--- src/rtl/wshb_frame_reader_if.sv ---
`default_nettype none
// ============================================================================
// Module      : wshb_frame_reader_if
// Description : SDRAM Wishbone B4 classic bus plus the pixel valid/ready
//               stream leaving the frame reader. The master modport is the
//               frame reader side; the slave modport is the SDRAM/consumer side.
// Revision    : 1.0 - initial release
// ============================================================================
interface wshb_frame_reader_if;
    logic        wb_cyc;
    logic        wb_stb;
    logic        wb_we;
    logic [31:0] wb_adr;
    logic [3:0]  wb_sel;
    logic [2:0]  wb_cti;
    logic [1:0]  wb_bte;
    logic [31:0] wb_dat_ms;
    logic [31:0] wb_dat_sm;
    logic        wb_ack;
    logic        wb_err;
    logic        wb_rty;
    logic [31:0] pix_data;
    logic        pix_valid;
    logic        pix_first;
    logic        pix_ready;

    modport master (
        output wb_cyc, wb_stb, wb_we, wb_adr, wb_sel, wb_cti, wb_bte, wb_dat_ms,
        input  wb_dat_sm, wb_ack, wb_err, wb_rty,
        output pix_data, pix_valid, pix_first,
        input  pix_ready
    );

    modport slave (
        input  wb_cyc, wb_stb, wb_we, wb_adr, wb_sel, wb_cti, wb_bte, wb_dat_ms,
        output wb_dat_sm, wb_ack, wb_err, wb_rty,
        input  pix_data, pix_valid, pix_first,
        output pix_ready
    );
endinterface
`default_nettype wire

--- src/rtl/wshb_frame_reader.sv ---
`default_nettype none
// ============================================================================
// Module      : wshb_frame_reader
// Description : Wishbone classic master that loops over one framebuffer in
//               SDRAM, reading one 32-bit pixel word per transfer, and hands
//               each word to the video pipeline through a one-deep
//               valid/ready output register.
// Revision    : 1.0 - initial release
// ============================================================================
module wshb_frame_reader #(
    parameter logic [31:0] BASE_ADDR = 32'h0000_0000,
    parameter int          HDISP     = 800,
    parameter int          VDISP     = 480
) (
    input  logic                 sys_clk,
    input  logic                 sys_rst_n,
    input  logic                 enable,
    input  logic                 frame_restart,
    wshb_frame_reader_if.master  bus,
    output logic                 frame_done,
    output logic                 err_flag
);
    localparam int NPIX = HDISP * VDISP;
    localparam int IW   = (NPIX > 1) ? $clog2(NPIX) : 1;

    localparam logic [IW-1:0] c_LAST_IDX = IW'(NPIX - 1);

    localparam logic [0:0] c_ST_IDLE = 1'b0;
    localparam logic [0:0] c_ST_REQ  = 1'b1;

    logic [0:0]    r_state;
    logic [IW-1:0] r_idx;
    logic          r_pend;        // restart requested while a transfer was in flight
    logic [31:0]   r_pix_data;
    logic          r_pix_valid;
    logic          r_pix_first;
    logic          r_frame_done;
    logic          r_err_flag;

    logic          w_term_data;
    logic          w_restart;
    logic          w_req_go;
    logic [IW-1:0] w_idx_inc;
    logic [31:0]   w_adr;

    // Ack and err both deliver a word; restart may come now or from earlier.
    assign w_term_data = bus.wb_ack | bus.wb_err;
    assign w_restart   = frame_restart | r_pend;
    // Only start a request when the output register is guaranteed free.
    assign w_req_go    = enable & (~r_pix_valid | bus.pix_ready);
    assign w_idx_inc   = (r_idx == c_LAST_IDX) ? '0 : r_idx + IW'(1);
    assign w_adr       = BASE_ADDR + 32'({r_idx, 2'b00});

    assign bus.wb_cyc    = (r_state == c_ST_REQ);
    assign bus.wb_stb    = (r_state == c_ST_REQ);
    assign bus.wb_we     = 1'b0;
    assign bus.wb_adr    = w_adr;
    assign bus.wb_sel    = 4'hF;
    assign bus.wb_cti    = 3'b000;
    assign bus.wb_bte    = 2'b00;
    assign bus.wb_dat_ms = 32'h0;
    assign bus.pix_data  = r_pix_data;
    assign bus.pix_valid = r_pix_valid;
    assign bus.pix_first = r_pix_first;
    assign frame_done    = r_frame_done;
    assign err_flag      = r_err_flag;

    // Request sequencing, pixel index, output buffer and status flags.
    always_ff @(posedge sys_clk) begin
        if (!sys_rst_n) begin
            r_state      <= c_ST_IDLE;
            r_idx        <= '0;
            r_pend       <= 1'b0;
            r_pix_data   <= 32'h0;
            r_pix_valid  <= 1'b0;
            r_pix_first  <= 1'b0;
            r_frame_done <= 1'b0;
            r_err_flag   <= 1'b0;
        end else begin
            r_frame_done <= 1'b0;
            if (r_pix_valid && bus.pix_ready) begin
                r_pix_valid <= 1'b0;
            end
            case (r_state)
                c_ST_IDLE: begin
                    if (w_restart) begin
                        r_idx  <= '0;
                        r_pend <= 1'b0;
                    end
                    if (w_req_go) begin
                        r_state <= c_ST_REQ;
                    end
                end
                c_ST_REQ: begin
                    if (w_term_data) begin
                        // Err still delivers a (zero) word so the frame stays aligned.
                        r_pix_data  <= bus.wb_ack ? bus.wb_dat_sm : 32'h0;
                        r_pix_valid <= 1'b1;
                        r_pix_first <= (r_idx == '0);
                        if (!bus.wb_ack) begin
                            r_err_flag <= 1'b1;
                        end
                        if (w_restart) begin
                            r_idx <= '0;
                        end else begin
                            r_idx        <= w_idx_inc;
                            r_frame_done <= (r_idx == c_LAST_IDX);
                        end
                        r_pend  <= 1'b0;
                        r_state <= c_ST_IDLE;
                    end else begin
                        if (frame_restart) begin
                            r_pend <= 1'b1;
                        end
                        // Retry: drop back and re-request the same index.
                        if (bus.wb_rty) begin
                            r_state <= c_ST_IDLE;
                        end
                    end
                end
                default: r_state <= c_ST_IDLE;
            endcase
        end
    end
endmodule
`default_nettype wire
--- src/flat_wrapper.sv ---
// flat-port wrapper written by rule: the top's interface ports become plain ports
module wshb_frame_reader_flat 
#(
    parameter logic [31:0] BASE_ADDR = 32'h0000_0000,
    parameter int          HDISP     = 800,
    parameter int          VDISP     = 480
)
  (sys_clk, sys_rst_n, enable, frame_restart, frame_done, err_flag, bus_wb_cyc, bus_wb_stb, bus_wb_we, bus_wb_adr, bus_wb_sel, bus_wb_cti, bus_wb_bte, bus_wb_dat_ms, bus_wb_dat_sm, bus_wb_ack, bus_wb_err, bus_wb_rty, bus_pix_data, bus_pix_valid, bus_pix_first, bus_pix_ready);
  wshb_frame_reader_if bus_i ();
  input  logic sys_clk;
  input  logic sys_rst_n;
  input  logic enable;
  input  logic frame_restart;
  output logic frame_done;
  output logic err_flag;
  output wire logic [$bits(bus_i.wb_cyc)-1:0] bus_wb_cyc;
  output wire logic [$bits(bus_i.wb_stb)-1:0] bus_wb_stb;
  output wire logic [$bits(bus_i.wb_we)-1:0] bus_wb_we;
  output wire logic [$bits(bus_i.wb_adr)-1:0] bus_wb_adr;
  output wire logic [$bits(bus_i.wb_sel)-1:0] bus_wb_sel;
  output wire logic [$bits(bus_i.wb_cti)-1:0] bus_wb_cti;
  output wire logic [$bits(bus_i.wb_bte)-1:0] bus_wb_bte;
  output wire logic [$bits(bus_i.wb_dat_ms)-1:0] bus_wb_dat_ms;
  input wire logic [$bits(bus_i.wb_dat_sm)-1:0] bus_wb_dat_sm;
  input wire logic [$bits(bus_i.wb_ack)-1:0] bus_wb_ack;
  input wire logic [$bits(bus_i.wb_err)-1:0] bus_wb_err;
  input wire logic [$bits(bus_i.wb_rty)-1:0] bus_wb_rty;
  output wire logic [$bits(bus_i.pix_data)-1:0] bus_pix_data;
  output wire logic [$bits(bus_i.pix_valid)-1:0] bus_pix_valid;
  output wire logic [$bits(bus_i.pix_first)-1:0] bus_pix_first;
  input wire logic [$bits(bus_i.pix_ready)-1:0] bus_pix_ready;
  assign bus_wb_cyc = bus_i.wb_cyc;
  assign bus_wb_stb = bus_i.wb_stb;
  assign bus_wb_we = bus_i.wb_we;
  assign bus_wb_adr = bus_i.wb_adr;
  assign bus_wb_sel = bus_i.wb_sel;
  assign bus_wb_cti = bus_i.wb_cti;
  assign bus_wb_bte = bus_i.wb_bte;
  assign bus_wb_dat_ms = bus_i.wb_dat_ms;
  assign bus_i.wb_dat_sm = bus_wb_dat_sm;
  assign bus_i.wb_ack = bus_wb_ack;
  assign bus_i.wb_err = bus_wb_err;
  assign bus_i.wb_rty = bus_wb_rty;
  assign bus_pix_data = bus_i.pix_data;
  assign bus_pix_valid = bus_i.pix_valid;
  assign bus_pix_first = bus_i.pix_first;
  assign bus_i.pix_ready = bus_pix_ready;
  wshb_frame_reader #(.BASE_ADDR(BASE_ADDR), .HDISP(HDISP), .VDISP(VDISP)) u_core (.sys_clk(sys_clk), .sys_rst_n(sys_rst_n), .enable(enable), .frame_restart(frame_restart), .bus(bus_i), .frame_done(frame_done), .err_flag(err_flag));
endmodule
--- config.mk ---
export PLATFORM = sky130hd
export DESIGN_NAME = wshb_frame_reader_flat
export DESIGN_NICKNAME = d
export VERILOG_FILES = /design/src/rtl/wshb_frame_reader_if.sv /design/src/rtl/wshb_frame_reader.sv /design/src/flat_wrapper.sv
export SDC_FILE = /design/constraint.sdc
export NUM_CORES = 1
export LEC_CHECK = 0
export BUFFER_PORTS_ARGS = -buffer_cell sky130_fd_sc_hd__buf_4
export CAP_MARGIN = 20
export CORE_UTILIZATION = 40
export CTS_CLUSTER_DIAMETER = 60
export DETAILED_ROUTE_END_ITERATION = 6
export GPL_TIMING_DRIVEN = 0
export HOLD_SLACK_MARGIN = 0.02
export PLACE_DENSITY = 0.76
export SETUP_SLACK_MARGIN = 0.5
export SLEW_MARGIN = 20
export SYNTH_ARGS = -nofsm -noshare
export SYNTH_HDL_FRONTEND = slang
export SYNTH_SLANG_ARGS = --single-unit
--- constraint.sdc ---
create_clock -name sys_clk -period 1.9 [get_ports sys_clk]
set_clock_uncertainty 0.1 [all_clocks]
set_input_delay 0.095 -clock sys_clk [delete_from_list [all_inputs] [get_ports sys_clk]]
set_output_delay 0.095 -clock sys_clk [all_outputs]
set_load 0.1 [all_outputs]
# After elaboration in Yosys (flattened, before gate mapping)
# Index checks and enable logic that the tools add are counted.
# totals
regBits	57
output_inout_bits	112
elab_cells	46
# classes
n_addsub	1
n_eq_ne	4
mux	17
bitwise_logic	9
reduce_logical	7
# ops
cell	n
$mux 19	4
$pmux 19 s2	1
$mux 32	1
$add 19x1->19 const B	1
$eq 19x19->1 const B	1
$logic_not 19->1	1
$mux 1	9
$reduce_and 2->1	3
$not 1->1	5
$pmux 1 s2	2
$reduce_or 4->1	1
$ne 3x3->1 const B	1
$or 1x1->1	3
$reduce_and 3->1	1
$ne 2x1->1 const B	1
$ne 2x2->1 const B	1
$and 1x1->1	1
$logic_and 1x1->1	1

# Logic depth before layout (Yosys ltp)
# Gate-level depths: netlist of run 1.
# depth
depth_word	5
depth_mapped	6

# Worst setup path before layout of run 1
# No wires, ideal clock.
# synth_timing
path_type	reg-to-reg
startpoint	register u_core.r_idx[1]
endpoint	register u_core.r_idx[12]
t_arrival_ps	2389
t_required_ps	1682
slack_ps	-707
stages_incl_launch_ff	7
path_buffers	0
synth_period_minus_slack_ps	2607
cell_sequence	dfxtp_1 > ha_1 > nand3_2 > nor4_4 > a211oi_2 > a22o_1 > a22o_1
# synth_via
elab_chain_cells	5
word_cells_on_any_way	6
cone_classes	add/sub (1); eq/ne (1); mux (4)
# synth_rtl
element	line_no	text
start: declaration	wshb_frame_reader.sv:32	logic [IW-1:0] r_idx;
start signal: assignment	wshb_frame_reader.sv:106	r_idx <= w_idx_inc;
$add 19x1->19 or $eq 19x19->1 (tied branches)	wshb_frame_reader.sv:51	assign w_idx_inc = (r_idx == c_LAST_IDX) ? '0 : r_idx + IW'(1);
$mux 19 (*)	wshb_frame_reader.sv:51	
$mux 19 (*)	wshb_frame_reader.sv:103	if (w_restart) begin
$mux 19 (*)	wshb_frame_reader.sv:95	if (w_term_data) begin
$pmux 19 s2 (*)	wshb_frame_reader.sv:84	case (r_state)
# Every way passes the cells marked *; elsewhere a longest branch is shown, timed or not. The select of a mux whose other input is x is not followed.
# A chain may end at the register's enable or synchronous reset.

# Worst setup path after layout of run 1
# layout_timing
startpoint	register u_core.r_pend
endpoint	register u_core.r_idx[7]
# layout_via
elab_chain_cells	4
word_cells_on_any_way	6
cone_classes	eq/ne (1); mux (3); bitwise (1); reduce/logical (1)
# layout_rtl
element	line_no	text
start: declaration	wshb_frame_reader.sv:33	logic r_pend;
start signal: assignment	wshb_frame_reader.sv:73	r_pend <= 1'b0;
start signal: assignment	wshb_frame_reader.sv:88	r_pend <= 1'b0;
start signal: assignment	wshb_frame_reader.sv:109	r_pend <= 1'b0;
$or 1x1->1 (*)	wshb_frame_reader.sv:48	assign w_restart = frame_restart | r_pend;
$mux 19	wshb_frame_reader.sv:103	
$mux 19	wshb_frame_reader.sv:95	
$pmux 19 s2	wshb_frame_reader.sv:84	
# Marks and branches as above.

==> results of run 1 <==
==> metal layers <==
metal  vias up  GRT usage (%)  wire [um]
li1       1445              -          -
met1      1390          25.84       3427
met2       166          43.09       4897
met3        23          7.768        672
met4         0          7.550        273
met5         -              0          0
==> worst register-to-register path: stages, from the launching register on <==
cell      delay (ps)
dfxtp_1          360
nor2_2           190
nand2_2          190
a211oi_4         400
buf_4            190
a21oi_4           50
nor2_1           140
==> per-stage QoR <==
step                instance area (um^2)  cells
finish                              4927    623
global route                        4927    623
CTS                                 4649    610
detailed placement                  3871    540
global placement                    3871    540
floorplan                           3062    368
==> cell usage after synthesis, types with 3 or more instances <==
cell	count
inv_1	5
nor2_1	55
buf_4	56
xor2_1	8
nor3_1	7
nand2_1	12
a22oi_1	32
a21oi_1	9
clkbuf_1	11
dfxtp_1	57
nand4_1	6
nor4_1	5
a31oi_1	3
a22o_1	4
nand3_1	11
and3_1	4
==> how the worst min path moves through the flow <==
| stage | depth (start not counted) | endpoint | start | slack (ps) |
|---|---|---|---|---|
| floorplan | 2 | u_core.bus.wb_cyc$_SDFF_PN0_ | enable | 150 |
| global placement | 3 | u_core.bus.pix_data[15]$_SDFFE_PN0P_ | bus_wb_dat_sm[15] | 240 |
| detailed placement | 3 | u_core.bus.pix_data[14]$_SDFFE_PN0P_ | bus_wb_dat_sm[14] | 250 |
| CTS | 4 | u_core.frame_done$_SDFF_PP0_ | frame_restart | -10 |
| global route | 4 | u_core.frame_done$_SDFF_PP0_ | frame_restart | -20 |
| finish | 4 | u_core.frame_done$_SDFF_PP0_ | frame_restart | -20 |
==> layout make-up <==
cell class / instances / area (um^2)
Inverter: 6 / 26.28
Clock buffer: 13 / 191.4
Fill cell: 441 / 1531
Multi-Input combinational cell: 238 / 1534
Sequential cell: 57 / 1215
Timing Repair Buffer: 161 / 1338
Clock inverter: 3 / 17.52
Tap cell: 77 / 96.34
Buffer: 68 / 509.2
==> where the power goes <==
part | switching [uW] | internal, uW
registers | 20.0 | 1200
clock network | 515 | 668
logic | 870 | 308
total | 1410 | 2170
==> cells by family after synthesis <==
group,after synthesis,share of synthesized area (%)
DFF,57,41.80
AOI/OAI and AO/OA,55,14.30
adders and majority gates,2,0.9164
other,2,0.2751
xor gates and xnor gates,10,3.208
and+or+nand+nor,115,21.59
buffers and inverters,74,17.92
==> cell usage in the layout, fill, tap and decap left out, drive strengths merged <==
cell and instances:
nand4b 1, clkinv 1, nand3 13, nand3b 1
nor3b 2, a22o 4, nor2 55, o211ai 1
ha 2, a21o 1, o21ai 3, a21oi 11
xor2 8, dfxtp 57, and3 4, or4 1
conb 55, and2 2, nand4 6, or2 1
a211oi 1, clkbuf 19, xnor2 2, buf 186
nor4 7, and4 1, a31oi 3, nand2 12
clkinvlp 1, nor3 7, nand2b 1, inv 7
a22oi 32, dlygate4sd3 37, or3 1
==> state kept, by name, summed over array words and instances, names as in the netlist <==
signal,cells
u_core.r_idx,19
u_core.bus.pix_data,32
u_core.err_flag,1
u_core.frame_done,1
u_core.bus.pix_first,1
u_core.r_pend,1
u_core.bus.wb_cyc,1
u_core.bus.pix_valid,1
==> what timing repair did <==
action                     CTS  global route
resized for setup           15            52
pin swaps                   11             8
setup endpoints to repair   21            56
hold endpoints to repair    37             2
cloned                       1             1
setup buffers               16            12
==> impl_metrics.csv, run 1 <==
group,metric,value,unit
status,status,"complete, but fails checks",
status,failed_checks,"negative hold slack",
global_routing,grt_pass1_wl,13270,um
critical_path,critPathMaxFanout,7,
cts,clk_latency,340,ps
critical_path,worstPathCellList,"nor2_2 > nand2_2 > a211oi_4 > buf_4 > a21oi_4 > nor2_1",
drt,route.detailed.drc,0,
cts,cts_buffers,9,
timing,hold_ws,-15.53,ps
timing,fin_ws,196.2,ps
synth,ys_async_sr_fraction,0,%
timing,finalHoldViolCount,2,
timing,relSlewSlack,66.60,%
critical_path,worstPathArrival,1870,ps
placed_design,dp_hpwl,5404,um
drt,via_per_inst,4.854,
power_and_ir_drop,totalPowerFinal,3578,uW
critical_path,endpoint_kind,"flop",
flow_run,maxCapViolCount,0,
floorplan,core,0.006459,mm^2
final_layout,area_growth,80.48,%
cts,clock_sinks,57,
cts,clk_path_buf_depth,2,
global_routing,grt_pass1_vias,2765,
critical_path,r2r_start,"u_core.r_pend$_SDFFE_PN0P_",
critical_path,r2r-end,"u_core.r_idx[7]$_SDFFE_PN0P_",
timing,fin_crit_sh,89.67,%
critical_path,worstPathRequired,2070,ps
synth,yosysWarnings,0,
floorplan,start_util,42.27,%
critical_path,path_class,"flop to flop",
synth,ys_types,40,
synth,syn_inst,315,
critical_path,cp.buffers_inverters,1,
synth,yosys-top-cells-area,"dfxtp_1 (42%), buf_4 (15%), a22oi_1 (8.8%), nor2_1 (7.6%), xor2_1 (2.6%)",
critical_path,critPathCapture,"u_core.r_idx[7]$_SDFFE_PN0P_",
hold_path,hp-class,"primary input to flop",
synth,syn-cell-area,0.002730,mm^2
synth,synth_top_flop_cell,"dfxtp_1",
critical_path,cp-startpoint,"u_core.r_pend$_SDFFE_PN0P_",
drt,antenna_left,0,
cts,htreeDepth,3,
final_layout,fin_util,76.29,%
synth,synth_top_area_share,41.80,%
critical_path,worst-path-stages,6,
timing,worst_pin_slew,501.1,ps
global_routing,grt_max_degree,12,
drt,wl,9270,um
critical_path,cp-start-kind,"flop",
critical_path,cp_top_family,"simple AND/OR/NAND/NOR gates",
floorplan,num_io_pins,152,
timing,min_period,1704,ps
cts,clkTransAtPathRegs,70,ps
critical_path,reg2reg_depth,6,
placed_design,dp_slack,121.9,ps
final_layout,diodes,0,
drt,num_vias,3024,
synth,synth_seq_area_share,41.80,%
timing,timing.fmax,586.9,MHz
timing,drv_slew,0,
power_and_ir_drop,p_leak,0.002270,uW
floorplan,die_y,84.62,um
drt,initialDrtViolationCount,241,
synth,ys_ff_latch,57,
power_and_ir_drop,irDropWorstVdd,513.2,uV
placed_design,portBuffers,95,
synth,synth-edff-count,0,
floorplan,die_x,84.62,um
global_routing,grt-ovfl-total,0,
cts,cts_root_buf,"clkbuf_8",
floorplan,rows,29,
drt,routedWlPerCell,14.88,um
cts,cts_tree,"done",
critical_path,crit_slowest_cell,"a211oi_4",
placed_design,gp_congestion,0.8791,
final_layout,nNetsFinal,583,
global_routing,antenna_found_initial,0,
floorplan,dieArea,0.007160,mm^2
timing,rsz0062_at_grt,"yes",
critical_path,slowest_delay,400,ps
final_layout,layout-drive-gt1-share,49.45,%
timing,setup_viol,0,
synth,avgSynthCellArea,8.667,um^2
critical_path,r2r_setup_slack,200,ps
drt,firstDrtPassIters,7,
synth,yosys.area.top_type,"dfxtp_1",
timing,tns,0,ps
global_routing,grt_usage,23.63,%
cts,holdBufCountCts,37,
power_and_ir_drop,power_density,726.2,mW/mm^2
Note: power is estimated with default switching activity, not from simulation.
==> run 2, diff against run 1 <==
Settings changed: PLACE_DENSITY 0.76 to not set, PLACE_DENSITY_LB_ADDON set to 0.1.
==> impl_metrics.csv, run 2 (synthesis gave the netlist of run 1 again) <==
group,metric,value,unit
floorplan,rows,29,
global_routing,grt_pass1_wl,12360,um
timing,worst_pin_slew,530.8,ps
timing,tns,0,ps
final_layout,layout-drive-gt1-share,46.40,%
timing,fin_crit_sh,90.14,%
critical_path,critPathMaxFanout,4,
floorplan,core,0.006459,mm^2
drt,antenna_left,0,
critical_path,worstPathRequired,2020,ps
final_layout,fillers,478,
timing,setup_viol,0,
power_and_ir_drop,irDropWorstVdd,571.8,uV
critical_path,cp-start-kind,"flop",
final_layout,final_cell_mix,"buf_4 (170), conb_1 (55), nor2_1 (52)",
drt,routedWlPerCell,13.26,um
timing,relSlewSlack,64.62,%
placed_design,gp_congestion,0.8561,
power_and_ir_drop,p_leak,0.002263,uW
final_layout,final_common_cell,"buf_4",
final_layout,largest_reg_flops,32,
cts,clk_path_buf_depth,2,
critical_path,worstPathArrival,1830,ps
placed_design,placed_cells,540,
cts,clkTransAtPathRegs,70,ps
final_layout,fin_cells,618,
cts,clock_sinks,57,
timing,min_period,1713,ps
floorplan,num_io_pins,152,
critical_path,endpoint_kind,"flop",
cts,cts_tree,"done",
hold_path,min-delay-start,"sys_rst_n",
drt,route.detailed.drc,0,
hold_path,hp-class,"primary input to flop",
critical_path,path_class,"flop to flop",
global_routing,grt_pass1_vias,2703,
timing,drv_slew,0,
critical_path,cp-startpoint,"u_core.r_idx[1]$_SDFFE_PN0P_",
timing,finalHoldViolCount,0,
timing,hold_ws,77.70,ps
floorplan,die_x,84.62,um
final_layout,multiInputGateArea,0.001523,mm^2
drt,num_vias,2909,
floorplan,die_y,84.62,um
placed_design,dp_slack,122.6,ps
floorplan,dieArea,0.007160,mm^2
floorplan,start_util,42.27,%
hold_path,whs_path_depth,3,
placed_design,place_area,0.003871,mm^2
status,status,"complete, no violations",
cts,cts_buffers,9,
critical_path,r2r_start,"u_core.r_idx[1]$_SDFFE_PN0P_",
placed_design,portBuffers,95,
drt,initialDrtViolationCount,104,
final_layout,nNetsFinal,578,
global_routing,grt_max_degree,12,
power_and_ir_drop,power_density,686.8,mW/mm^2
final_layout,final_design_area_no_fill,0.004832,mm^2
timing,rsz0062_at_grt,"yes",
timing,fin_ws,187.3,ps
final_layout,regArea,0.001215,mm^2
timing,timing.fmax,583.9,MHz
critical_path,reg2reg_depth,7,
drt,via_per_inst,4.707,
cts,cts_root_buf,"clkbuf_8",
drt,firstDrtPassIters,6,
flow_run,maxCapViolCount,0,
global_routing,grt-ovfl-total,0,
cts,htreeDepth,3,
final_layout,area_growth,76.99,%
global_routing,antenna_found_initial,0,
global_routing,grt_usage,21.72,%
drt,wl,8196,um
cts,clk_latency,330,ps
placed_design,dp_hpwl,4994,um
final_layout,diodes,0,
==> run 2: cell types whose count changed in the layout (fill, tap and decap cells not counted), moves of 2 or more <==
cell and delta:
buf_6 -5, clkinv_2 +3, inv_2 -3, a22oi_1 +2, a22oi_2 -2, buf_2 -2, clkbuf_16 -2, clkbuf_8 -2
inv_1 +2, nand3_1 +2, nand3_2 -2, nor4_4 +2
==> run 2: final cells by class <==
class,instances,share of cell area (%)
sequential,57,25.14
multi-input combinational,238,31.51
clock buffer,10,2.641
timing repair buffer,156,27.08
inverter,6,0.5955
buffer,68,10.36
clock inverter,6,0.6732
tap,77,1.994
==> run 2: critical path, cell delays in order, from the launching register on <==
cell and delay, ps:
dfxtp_4 360, ha_4 150, nand3_4 90, buf_4 150, nor3b_4 220, nand2_1 120, a22o_1 210, a22o_1 200
==> run 2: timing repair <==
item                                    in CTS  in global routing
hold endpoints to repair                    38                  0
gates resized for setup                     10                 52
hold buffers                                39                  0
pin swaps                                   12                 12
setup buffers                               11                 10
endpoints found under the setup margin      18                 54
gates cloned                                 1                  1
==> run 2: worst paths after layout <==
kind / end / slack [ps]
setup / recovery: u_core.r_idx[12]$_SDFFE_PN0P_ / 190
hold / removal: u_core.r_idx[10]$_SDFFE_PN0P_ / 80
setup reg to reg: u_core.r_idx[12]$_SDFFE_PN0P_ / 190
hold reg to reg: u_core.bus.pix_data[5]$_SDFFE_PN0P_ / 400
==> run 2: metrics by stage <==
| stage | total power [uW] | utilization [%] |
|---|---|---|
| finish | 3319 | 74.82 |
| global route | 3448 | 74.82 |
| CTS | 3297 | 70.77 |
| detailed placement | 2262 | 59.94 |
| global placement | 2258 | 59.94 |
| floorplan | 2120 | - |
==> run 2: routing by layer <==
layer | global-route usage, % | up-vias | wire [um]
met2 | 36.44 | 122 | 4200
met5 | 0 | - | 0
met1 | 25.35 | 1341 | 3239
met4 | 9.707 | 0 | 172
li1 | - | 1430 | -
met3 | 6.981 | 16 | 584
==> run 2: power by group <==
group          internal (uW)  switching, uW
Combinational            299            854
Clock                    464            486
Sequential              1200           18.1
Total                   1960           1360
==> run 3, diff against run 2 <==
Settings changed: PLACE_DENSITY_LB_ADDON 0.1 to 0.12.
==> impl_metrics.csv, run 3 (synthesis gave the netlist of run 1 again) <==
group,metric,value,unit
status,status,"complete, but fails checks",
status,failed_checks,"design-rule violations",
global_routing,antenna_found_initial,0,
timing,relSlewSlack,64.40,%
drt,via_per_inst,4.859,
timing,worst_pin_slew,534.0,ps
timing,timing.fmax,588.5,MHz
cts,cts_root_buf,"clkbuf_8",
critical_path,worstPathRequired,2060,ps
placed_design,placed_cells,540,
cts,cts_tree,"done",
floorplan,die_y,84.62,um
final_layout,diodes,0,
drt,firstDrtPassIters,7,
drt,routedWlPerCell,14.33,um
drt,initialDrtViolationCount,152,
power_and_ir_drop,irDropWorstVdd,575.2,uV
placed_design,gp_congestion,0.8916,
critical_path,r2r_start,"u_core.bus.wb_cyc$_SDFF_PN0_",
final_layout,final_cell_mix,"buf_4 (178), conb_1 (55), nor2_1 (49)",
timing,finalHoldViolCount,0,
critical_path,critPathMaxFanout,7,
final_layout,nNetsFinal,582,
final_layout,fin_util,76.04,%
critical_path,worstPathCellList,"nor3b_4 > buf_12 > nor4_4 > buf_4 > nand4_1 > xor2_1 > nor2_1",
timing,rsz0062_at_grt,"yes",
flow_run,maxCapViolCount,0,
global_routing,grt_pass1_vias,2629,
placed_design,place_area,0.003871,mm^2
critical_path,slowest_delay,380,ps
timing,setup_viol,0,
drt,num_vias,3022,
cts,htreeDepth,3,
timing,tns,0,ps
critical_path,worstPathArrival,1860,ps
placed_design,dp_hpwl,5111,um
hold_path,hp-class,"primary input to flop",
power_and_ir_drop,power_density,746.0,mW/mm^2
critical_path,endpoint_kind,"flop",
timing,drv_slew,0,
global_routing,grt-ovfl-total,0,
cts,clk_latency,340,ps
timing,fin_crit_sh,89.43,%
final_layout,final_design_area_no_fill,0.004911,mm^2
timing,min_period,1699,ps
floorplan,num_io_pins,152,
floorplan,rows,29,
floorplan,die_x,84.62,um
cts,clk_path_buf_depth,2,
final_layout,layout-drive-gt1-share,48.26,%
drt,antenna_left,0,
final_layout,area_growth,79.88,%
timing,fin_ws,200.9,ps
hold_path,min-delay-start,"sys_rst_n",
cts,clkTransAtPathRegs,70,ps
drt,wl,8912,um
cts,cts_buffers,9,
placed_design,dp_slack,103.4,ps
critical_path,cp-startpoint,"u_core.bus.wb_cyc$_SDFF_PN0_",
placed_design,portBuffers,95,
final_layout,largest_reg_flops,32,
global_routing,grt_pass1_wl,12480,um
global_routing,grt_usage,22.20,%
cts,clock_sinks,57,
power_and_ir_drop,p_leak,0.002299,uW
final_layout,fin_cells,622,
floorplan,start_util,42.27,%
floorplan,core,0.006459,mm^2
critical_path,crit_slowest_cell,"dfxtp_4",
floorplan,dieArea,0.007160,mm^2
critical_path,cp-start-kind,"flop",
final_layout,final_common_cell,"buf_4",
drt,route.detailed.drc,3,
global_routing,grt_max_degree,12,
critical_path,path_class,"flop to flop",
run 3: changes by cell type in the layout (fill, tap and decap cells not counted), moves of 2 or more:
cell / before / now
buf_4: 170 / 178
clkinv_2: 4 / 1
clkbuf_16: 0 / 2
clkbuf_2: 1 / 3
nor2_2: 0 / 3
buf_6: 6 / 2
nand3_1: 11 / 7
nor4_4: 5 / 3
nand3_2: 0 / 4
nor2_1: 52 / 49
run 3: worst paths after layout:
path,cells past startpoint,end,slack [ps]
worst max register to register,7,u_core.r_idx[13]$_SDFFE_PN0P_,200
worst min register to register,2,u_core.bus.pix_valid$_SDFF_PN0_,400
worst max-delay path,7,u_core.r_idx[13]$_SDFFE_PN0P_,200
worst min-delay path,3,u_core.r_idx[10]$_SDFFE_PN0P_,60
run 3: layout make-up:
type	instances	area, um^2
Clock buffer	11	173.9
Timing Repair Buffer	161	1341
Multi-Input combinational cell	237	1520
Tap cell	77	96.34
Buffer	68	484.2
Sequential cell	57	1216
Clock inverter	5	56.30
Fill cell	451	1548
Inverter	6	22.52
run 3: worst max-delay path: cells and delay by family (launching register included):
kind	cells	cell delay [ps]
AND/OR/NAND/NOR	4	670
flip-flops	1	380
buffers and inverters	2	320
XOR/XNOR	1	150
run 3: metrics by stage:
stage | power, uW | hold slack, ps
after floorplan | 2120 | 151.1
after global placement | 2258 | 239.7
after detailed placement | 2263 | 252.5
after CTS | 3617 | 53.25
after global routing | 3766 | 86.85
final | 3663 | 64.33
run 3: report_power, final:
group / total (uW) / switching, uW / internal (uW) / leakage (uW)
logic: 1150 / 854 / 294 / 0.00170
registers: 1220 / 19.8 / 1200 / 0.000478
clock network: 1300 / 532 / 766 / 0.000120
total: 3660 / 1410 / 2260 / 0.00230
run 3: per-layer routing:
layer	up-vias	routed length [um]	track usage, %
li1	1433	-	-
met1	1412	3274	25.06
met2	147	4727	39.69
met3	30	604	4.720
met4	0	306	10.79
met5	-	0	0
run 3: what timing repair did:
item / 4_1_cts / 5_1_grt
hold buffers: 39 / 0
setup buffers: 10 / 17
hold endpoints to repair: 38 / 0
resized for setup: 15 / 35
pin swaps: 16 / 20
endpoints found under the setup margin: 20 / 52
